**src/rtl/program_loader.sv**
```systemverilog
// Byte-stream program loader: unpacks a framed image (SYNC, address, word
// count, data, XOR checksum) into CPU memory writes, then releases the CPU.
module program_loader #(
  parameter int DATA_SIZE = 32,
  parameter int ADRS_SIZE = 11,
  parameter int TIMEOUT   = 1024
) (
  input  logic                 sys_clk,
  input  logic                 reset,
  input  logic [7:0]           rx_data,
  input  logic                 rx_valid,
  output logic                 rx_ready,
  output logic [DATA_SIZE-1:0] w_instruction,
  output logic [ADRS_SIZE-1:0] w_adrs,
  output logic                 w_enable,
  output logic                 cpu_en,
  output logic                 busy,
  output logic                 load_done,
  output logic                 load_error
);

  localparam int TW = $clog2(TIMEOUT + 1);
  localparam logic [7:0] SYNC = 8'hA5;

  typedef enum logic [2:0] {S_IDLE, S_HDR, S_DATA, S_CHK, S_RUN} state_t;

  state_t               state_q, state_d;
  logic [1:0]           bcnt_q, bcnt_d;
  logic [23:0]          hdr_q, hdr_d;
  logic [DATA_SIZE-1:0] word_q, word_d;
  logic [ADRS_SIZE-1:0] addr_q, addr_d;
  logic [15:0]          wcnt_q, wcnt_d;
  logic [7:0]           xor_q, xor_d;
  logic [TW-1:0]        idle_q, idle_d;
  logic [DATA_SIZE-1:0] winst_q, winst_d;
  logic [ADRS_SIZE-1:0] wadrs_q, wadrs_d;
  logic                 wen_q, wen_d;
  logic                 cpu_en_q, cpu_en_d;
  logic                 done_q, done_d;
  logic                 err_q, err_d;

  logic        take;
  logic [31:0] hdr_full;
  logic        in_frame;

  // rx_ready is unconditionally high, so every valid byte is taken.
  assign take     = rx_valid;
  assign hdr_full = {hdr_q, rx_data};
  assign in_frame = (state_q == S_HDR) || (state_q == S_DATA) || (state_q == S_CHK);

  always_comb begin
    state_d = state_q;
    bcnt_d  = bcnt_q;
    hdr_d   = hdr_q;
    word_d  = word_q;
    addr_d  = addr_q;
    wcnt_d  = wcnt_q;
    xor_d   = xor_q;
    idle_d  = idle_q;
    winst_d = winst_q;
    wadrs_d = wadrs_q;
    wen_d   = 1'b0;
    done_d  = 1'b0;
    err_d   = err_q;

    unique case (state_q)
      S_IDLE, S_RUN: begin
        if (take && rx_data == SYNC) begin
          state_d = S_HDR;
          bcnt_d  = 2'd0;
          xor_d   = 8'h00;
          err_d   = 1'b0;
        end
      end
      S_HDR: begin
        if (take) begin
          xor_d  = xor_q ^ rx_data;
          hdr_d  = hdr_full[23:0];
          bcnt_d = bcnt_q + 2'd1;
          if (bcnt_q == 2'd3) begin
            addr_d  = hdr_full[16 +: ADRS_SIZE];
            wcnt_d  = hdr_full[15:0];
            state_d = (hdr_full[15:0] != 16'd0) ? S_DATA : S_CHK;
          end
        end
      end
      S_DATA: begin
        if (take) begin
          xor_d  = xor_q ^ rx_data;
          word_d = {word_q[DATA_SIZE-9:0], rx_data};
          bcnt_d = bcnt_q + 2'd1;
          if (bcnt_q == 2'd3) begin
            wen_d   = 1'b1;
            winst_d = word_d;
            wadrs_d = addr_q;
            addr_d  = addr_q + 1'b1;
            wcnt_d  = wcnt_q - 1'b1;
            if (wcnt_q == 16'd1) state_d = S_CHK;
          end
        end
      end
      S_CHK: begin
        if (take) begin
          if (rx_data == xor_q) begin
            state_d = S_RUN;
            done_d  = 1'b1;
          end else begin
            state_d = S_IDLE;
            err_d   = 1'b1;
          end
        end
      end
      default: state_d = S_IDLE;
    endcase

    // Idle watchdog only runs inside a frame; an accepted byte always rearms it.
    if (!in_frame || take) begin
      idle_d = '0;
    end else if (idle_q == TW'(TIMEOUT - 1)) begin
      state_d = S_IDLE;
      err_d   = 1'b1;
      idle_d  = '0;
    end else begin
      idle_d = idle_q + 1'b1;
    end

    cpu_en_d = (state_d == S_RUN);
  end

  always_ff @(posedge sys_clk or posedge reset) begin
    if (reset) begin
      state_q  <= S_IDLE;
      bcnt_q   <= '0;
      hdr_q    <= '0;
      word_q   <= '0;
      addr_q   <= '0;
      wcnt_q   <= '0;
      xor_q    <= '0;
      idle_q   <= '0;
      winst_q  <= '0;
      wadrs_q  <= '0;
      wen_q    <= 1'b0;
      cpu_en_q <= 1'b0;
      done_q   <= 1'b0;
      err_q    <= 1'b0;
    end else begin
      state_q  <= state_d;
      bcnt_q   <= bcnt_d;
      hdr_q    <= hdr_d;
      word_q   <= word_d;
      addr_q   <= addr_d;
      wcnt_q   <= wcnt_d;
      xor_q    <= xor_d;
      idle_q   <= idle_d;
      winst_q  <= winst_d;
      wadrs_q  <= wadrs_d;
      wen_q    <= wen_d;
      cpu_en_q <= cpu_en_d;
      done_q   <= done_d;
      err_q    <= err_d;
    end
  end

  assign rx_ready      = 1'b1;
  assign w_instruction = winst_q;
  assign w_adrs        = wadrs_q;
  assign w_enable      = wen_q;
  assign cpu_en        = cpu_en_q;
  assign busy          = in_frame;
  assign load_done     = done_q;
  assign load_error    = err_q;

endmodule
```
**config.mk**
```make
export PLATFORM = sky130hd
export DESIGN_NAME = program_loader
export DESIGN_NICKNAME = d
export VERILOG_FILES = /design/src/rtl/program_loader.sv
export SDC_FILE = /design/constraint.sdc
export NUM_CORES = 1
export LEC_CHECK = 0
export CORE_UTILIZATION = 60
export DETAILED_ROUTE_END_ITERATION = 6
export GPL_TIMING_DRIVEN = 0
export PLACE_DENSITY = 0.83
export SLEW_MARGIN = 20
export SYNTH_ARGS = -nofsm -noshare
export SYNTH_HDL_FRONTEND = slang
export SYNTH_SLANG_ARGS = --single-unit
```
**constraint.sdc**
```tcl
create_clock -name sys_clk -period 6.5 [get_ports sys_clk]
set_input_delay 0.65 -clock sys_clk [delete_from_list [all_inputs] [get_ports sys_clk]]
set_output_delay 0.65 -clock sys_clk [all_outputs]
set_load 0.03 [all_outputs]
```
==> out/qor.yml, run 1 <==
startpoint_type: "flip-flop"
slew_headroom: 0.358
core_area_um2: 10400
gp_congestion: 0.845
wl_per_cell_um: 21.4
fin_util: 0.747
fp.dieW_um: 106
maxClockFrequency_mhz: 360
cts_inserted_buffers: 17
avgViaCountPerCell: 6.43
async_flop_share: 1.00
grt_util_all_layers: 0.315
antenna_found_initial: 0
drc: 0
ys_top_cells_by_count: "dfrtp_1, mux2_2, nand2_1, a21oi_1, nor2_1"
min_period_ns: 2.78
post_cts_buffers: 0
wl_um: 16500
start_util: 0.623
synth_area_um2: 6460
first_pass_iters: 5
p_total_mw: 2.87
ys_ff_latch: 141
timing.rr.end: "addr_q[10]"
fin_nets: 638
synth_area_leaders: "dfrtp_1, mux2_2, mux2i_1"
finalCritPeriodShare: 0.428
cts_buffer_depth: 2
synth_edf_count: 0
fin_setup_tns_ns: 0
layout-drive-gt1-share: 0.228
grt_max_degree: 79
synth_cells: 552
r2r_start: "state_q[2]"
critPathCapture: "busy"
die_h_um: 106
setup_viol: 0
crit_fanout: 10
dieArea_um2: 11200
worst_slew_pin_slew_ns: 0.957
cts.htree.levels: 4
clk_latency_ns: 0.54
area_growth_pct: 20.0
end_kind: "primary output"
seq_area_frac_synth: 0.547
worstPathRequired_ns: 5.85
hp-class: "primary input to flip-flop"
rows: 37
startpoint: "state_q[1]"
slew_violations: 0
rsz0062_at_grt: "no"
grt_pass1_wl_um: 26800
power_leakage_nw: 3.48
io_buffers: 50
critPathKind: "flip-flop to primary output"
hpwl_um: 10200
ys.flop_type: "dfrtp_1"
synth_cell_type_count: 58
synth_nets: 568
yosysMostFrequentCell: "dfrtp_1"
reg2reg_slack_ns: 4.02
hold_buffers: 0
run_status: "complete, no violations"
clock_skew_ns: 0.0112
ant_nets: 0
overflow: 0
io-pin-count: 60
maxCapViolCount: 0
via_count: 4959
crit_arrival_ns: 2.13
timing.hold.ws_ns: 0.478
ir_drop_v: 0.000205
yosys_warnings: 0
clkSinkCount: 141
final_hold_viol_count: 0
path_clk_slew_ns: 0.06
cts_root_buf: "clkbuf_8"
cts_tree: "done"
cts_resized: 0
avgSynthCellArea_um2: 11.7
rr_worst_depth: 7
yosysTopAreaCell: "dfrtp_1"
grt_pass1_vias: 5139
synth_top_area_share: 0.547
p_per_area_nw_per_um2: 371
drtIter0Drc: 391
antenna_cells: 0
metrics by stage:
stage | setup slack (ns) | cell area (µm²) | std cells
after global routing | 3.63 | 7750 | 771
after global placement | 0.342 | 7130 | 738
after CTS | 3.74 | 7750 | 771
final | 3.72 | 7750 | 771
after detailed placement | 3.56 | 7160 | 739
after floorplan | 2.07 | 6460 | 552
layer usage:
layer | routed length (µm) | share of wire | GRT usage
met5 | 0 | 0 | 0
met4 | 641 | 0.039 | 0.154
met3 | 1230 | 0.075 | 0.0823
met2 | 8110 | 0.49 | 0.500
met1 | 6540 | 0.40 | 0.402
cell families (layout without fill, tap and decap cells):
| group | Yosys count | count (layout) | share of synthesized area |
|---|---|---|---|
| and+or+nand+nor | 150 | 150 | 0.125 |
| DFF | 141 | 141 | 0.547 |
| muxes | 105 | 105 | 0.179 |
| AOI/OAI and AO/OA | 84 | 84 | 0.0828 |
| buffers and inverters | 50 | 133 | 0.0347 |
| xor gates and xnor gates | 16 | 16 | 0.0217 |
| adders and majority gates | 5 | 5 | 0.00969 |
| other | 1 | 1 | 0.000581 |
cell usage in the layout, fill, tap and decap left out, types with 3 or more instances in the layout:
cell type,synthesis,routed
nor3_1,10,10
or3_1,9,9
inv_6,0,4
mux2i_1,19,19
dfrtp_1,141,141
and4_1,7,7
o22a_1,3,3
nand4_1,11,11
nor4_1,10,10
xnor2_1,11,11
nand3_1,15,15
o22ai_1,8,8
nor2_1,26,26
clkinvlp_4,0,3
xor2_1,5,5
ha_1,5,5
a2bb2oi_1,7,7
a21oi_1,28,28
inv_1,14,13
clkdlybuf4s50_1,0,50
nand2_1,36,36
buf_4,6,6
a31oi_1,4,4
buf_2,9,9
clkbuf_1,18,19
clkbuf_16,0,16
or2_2,4,4
mux2_2,84,84
o21ai_0,16,16
nor3b_1,5,5
clkinv_4,0,3
o211ai_1,3,3
area by class of cell:
cell class | instances | area, µm²
timing repair buffer | 51 | 528
clock buffer | 19 | 432
tap | 136 | 170
fill | 634 | 2620
sequential | 141 | 3530
buffer | 36 | 171
inverter | 14 | 60.1
clock inverter | 13 | 155
multi-input combinational | 361 | 2700
where the power goes:
part	total [mW]	internal (mW)	switching (mW)
combinational	0.624	0.292	0.332
sequential	1.27	1.07	0.205
clock	0.975	0.566	0.409
how the worst min path moves through the flow:
stage          startpoint   endpoint  slack (ns)  cells after the start
3_3_place_gp    idle_q[0]  idle_q[0]        0.46                      1
4_1_cts        rx_data[1]   xor_q[1]        0.47                      3
6_report       rx_data[1]   xor_q[1]        0.48                      3
2_1_floorplan   idle_q[0]  idle_q[0]        0.45                      1
5_1_grt        rx_data[1]   xor_q[1]        0.49                      3
3_5_place_dp     xor_q[5]   xor_q[5]        0.49                      1
state kept, by name, summed over array words and instances (netlist names), 2 cells and up:
| name | cells |
|---|---|
| idle_q | 11 |
| wcnt_q | 16 |
| w_adrs | 11 |
| word_q | 24 |
| w_instruction | 32 |
| state_q | 3 |
| xor_q | 8 |
| addr_q | 11 |
| bcnt_q | 2 |
| hdr_q | 19 |
worst max-delay path, stage by stage, from the launching register on:
cell	delay (ns)
dfrtp_1	0.35
buf_2	0.18
nor2_1	0.36
nor2_1	0.10
clkdlybuf4s50_1	0.61
No activity file was read; power rests on OpenSTA's default activity.
==> run 2, diff against run 1 <==
--- a/config.mk
+++ b/config.mk
@@ -5,10 +5,10 @@
 export SDC_FILE = /design/constraint.sdc
 export NUM_CORES = 1
 export LEC_CHECK = 0
-export CORE_UTILIZATION = 60
+export CORE_UTILIZATION = 57
 export DETAILED_ROUTE_END_ITERATION = 6
 export GPL_TIMING_DRIVEN = 0
-export PLACE_DENSITY = 0.83
+export PLACE_DENSITY = 0.79
 export SLEW_MARGIN = 20
 export SYNTH_ARGS = -nofsm -noshare
 export SYNTH_HDL_FRONTEND = slang
==> constraint.sdc (replaced) <==
create_clock -name sys_clk -period 2.9 [get_ports sys_clk]
set_input_delay 0.29 -clock sys_clk [delete_from_list [all_inputs] [get_ports sys_clk]]
set_output_delay 0.29 -clock sys_clk [all_outputs]
set_load 0.03 [all_outputs]
==> run 2 against run 1 <==
Net effect: register-to-register slack got worse by 3.5 ns; final cell count rose by 0.91%; sequential power up 120%; worst setup slack lost 3.2 ns; critical endpoint is now addr_q[8].
==> out/qor.yml, run 2 (synthesis gave the netlist of run 1 again) <==
run_status: "complete, no violations"  # unchanged
path_clk_slew_ns: 0.06  # about the same
largest_register_ffs: 32  # unchanged
grt_pass1_vias: 4896  # was 5,139
gp_congestion: 0.917  # was 0.845
post-place-ws_ns: 0.304  # was 3.56 ns
rsz0062_at_grt: "no"  # unchanged
timing.hold.ws_ns: 0.211  # was 0.478 ns
overflow: 0  # unchanged
rows: 38  # was 37
cts_inserted_buffers: 17  # unchanged
grt_pass1_wl_um: 24600  # was 26,800 µm
fp.dieW_um: 108  # was 106 µm
power_leakage_nw: 3.51  # was 3.48 nW
first_pass_iters: 5  # unchanged
slowest_delay_ns: 0.54  # was 0.61 ns
clk_latency_ns: 0.42  # was 0.54 ns
cts_tree: "done"  # unchanged
post_cts_buffers: 0  # unchanged
layout_common_cells: "dfrtp_1, mux2_2, clkdlybuf4s50_1"  # unchanged
fill_cells: 793  # was 634
slew_headroom: 0.461  # was 0.358
dpl.cell_count: 746  # was 739
avgViaCountPerCell: 6.16  # was 6.43
p_total_mw: 6.39  # was 2.87 mW
worst_slew_pin_slew_ns: 0.804  # was 0.957 ns
worstPathRequired_ns: 3.19  # was 5.85 ns
cts_resized: 0  # unchanged
placed_cell_area_um2: 7220  # was 7160 µm²
via_count: 4789  # was 4,959
worstPathBufferInverterCount: 3  # was 2
hp-class: "primary input to flip-flop"  # unchanged
final_hold_viol_count: 0  # unchanged
critPathKind: "flip-flop to flip-flop"  # was flip-flop to primary output
drtIter0Drc: 289  # was 391
min_period_ns: 2.43
dieArea_um2: 11800  # was 11,200 µm²
wl_um: 15100  # was 16,500 µm
maxClockFrequency_mhz: 412
wl_per_cell_um: 19.5  # was 21.4 µm
start_util: 0.590  # was 0.623
clock_skew_ns: 0.00735  # was 0.0112 ns
cts_buffer_depth: 2  # unchanged
cts.htree.levels: 4  # unchanged
drc: 0  # unchanged
cts_root_buf: "clkbuf_16"  # was clkbuf_8
clkSinkCount: 141  # unchanged
finalInstanceArea_um2: 7810  # was 7750 µm²
startpoint_type: "flip-flop"  # unchanged
slew_violations: 0  # unchanged
crit_fanout: 10  # unchanged
setup_viol: 0  # unchanged
layout-drive-gt1-share: 0.232  # was 0.228
critPathMostFrequentCell: "clkbuf_1"  # was nor2_1
p_per_area_nw_per_um2: 818  # was 371 nW/µm²
grt_max_degree: 36  # was 79
startpoint: "state_q[2]"  # was state_q[1]
ir_drop_v: 0.000561  # was 0.000205 V
antenna_found_initial: 1  # was 0
end_kind: "flip-flop"  # was primary output
fin_nets: 641  # was 638
setup_slack_ns: 0.475  # was 3.72 ns
area_growth_pct: 21.0  # was 20.0%
io-pin-count: 60  # unchanged
final_cells: 778  # was 771
hpwl_um: 10300  # was 10,200 µm
hp-start: "rx_data[1]"  # unchanged
finalCritPeriodShare: 0.836
maxCapViolCount: 0  # unchanged
r2r_start: "state_q[2]"  # unchanged
io_buffers: 50  # unchanged
die_h_um: 108  # was 106 µm
ant_nets: 0  # unchanged
cpMaxStageDelayCell: "clkbuf_1"  # was clkdlybuf4s50_1
cp_top_family: "buffers and inverters"  # unchanged
core_area_um2: 10900  # was 10,400 µm²
antenna_cells: 0  # unchanged
cp_cell_sequence: "clkbuf_1 > nor3b_1 > clkbuf_1 > clkbuf_1 > o21ai_0 > a21oi_1 > a21oi_1"  # was buf_2 > nor2_1 > nor2_1 > clkdlybuf4s50_1
final_common_cell: "dfrtp_1"  # unchanged
crit_arrival_ns: 2.72  # was 2.13 ns
hold_buffers: 0  # unchanged
grt_util_all_layers: 0.279  # was 0.315
run 2: area by class of cell:
| class | count | area (µm²) | share of cell area |
|---|---|---|---|
| clock buffer | 18 | 429 | 0.0549 |
| timing repair buffer | 54 | 581 | 0.0743 |
| sequential | 141 | 3530 | 0.452 |
| buffer | 36 | 171 | 0.0219 |
| tap | 140 | 175 | 0.0224 |
| multi-input combinational | 361 | 2700 | 0.346 |
| inverter | 14 | 56.3 | 0.00721 |
| clock inverter | 14 | 168 | 0.0215 |
run 2: worst paths after layout:
kind | endpoint | depth (start not counted) | slack [ns]
min in group asynchronous | w_adrs[5] | 2 | 0.26
max | addr_q[8] | 7 | 0.47
max in group asynchronous | word_q[10] | 5 | 1.62
min | xor_q[1] | 3 | 0.21
min reg2reg | xor_q[0] | 1 | 0.49
max reg2reg | addr_q[8] | 7 | 0.47
run 2: per-stage QoR:
step / utilization / setup TNS [ns]
after detailed placement: 0.660 / 0
after floorplan: - / 0
after global routing: 0.714 / 0
final: 0.714 / 0
after global placement: 0.653 / -40.14
after CTS: 0.714 / 0
run 2: per-layer routing:
metal / routed length [µm] / GRT usage / vias to the layer above
met3: 906 / 0.0729 / 34
met2: 7340 / 0.443 / 176
met1: 6610 / 0.364 / 2429
met5: 0 / 0 / -
met4: 286 / 0.118 / 0
li1: - / - / 2150
run 2: worst reg2reg max path, cell delays in order (launching register included):
cell      delay (ns)
dfrtp_1         0.42
clkbuf_1        0.24
nor3b_1         0.23
clkbuf_1        0.44
clkbuf_1        0.54
o21ai_0         0.19
a21oi_1         0.18
a21oi_1         0.06
run 2: where the power goes:
group	leakage (nW)	switching (mW)	internal (mW)	total [mW]
combinational	1.32	0.700	0.660	1.36
sequential	1.91	0.433	2.39	2.83
clock	0.287	0.847	1.35	2.20
total	3.51	1.98	4.41	6.39
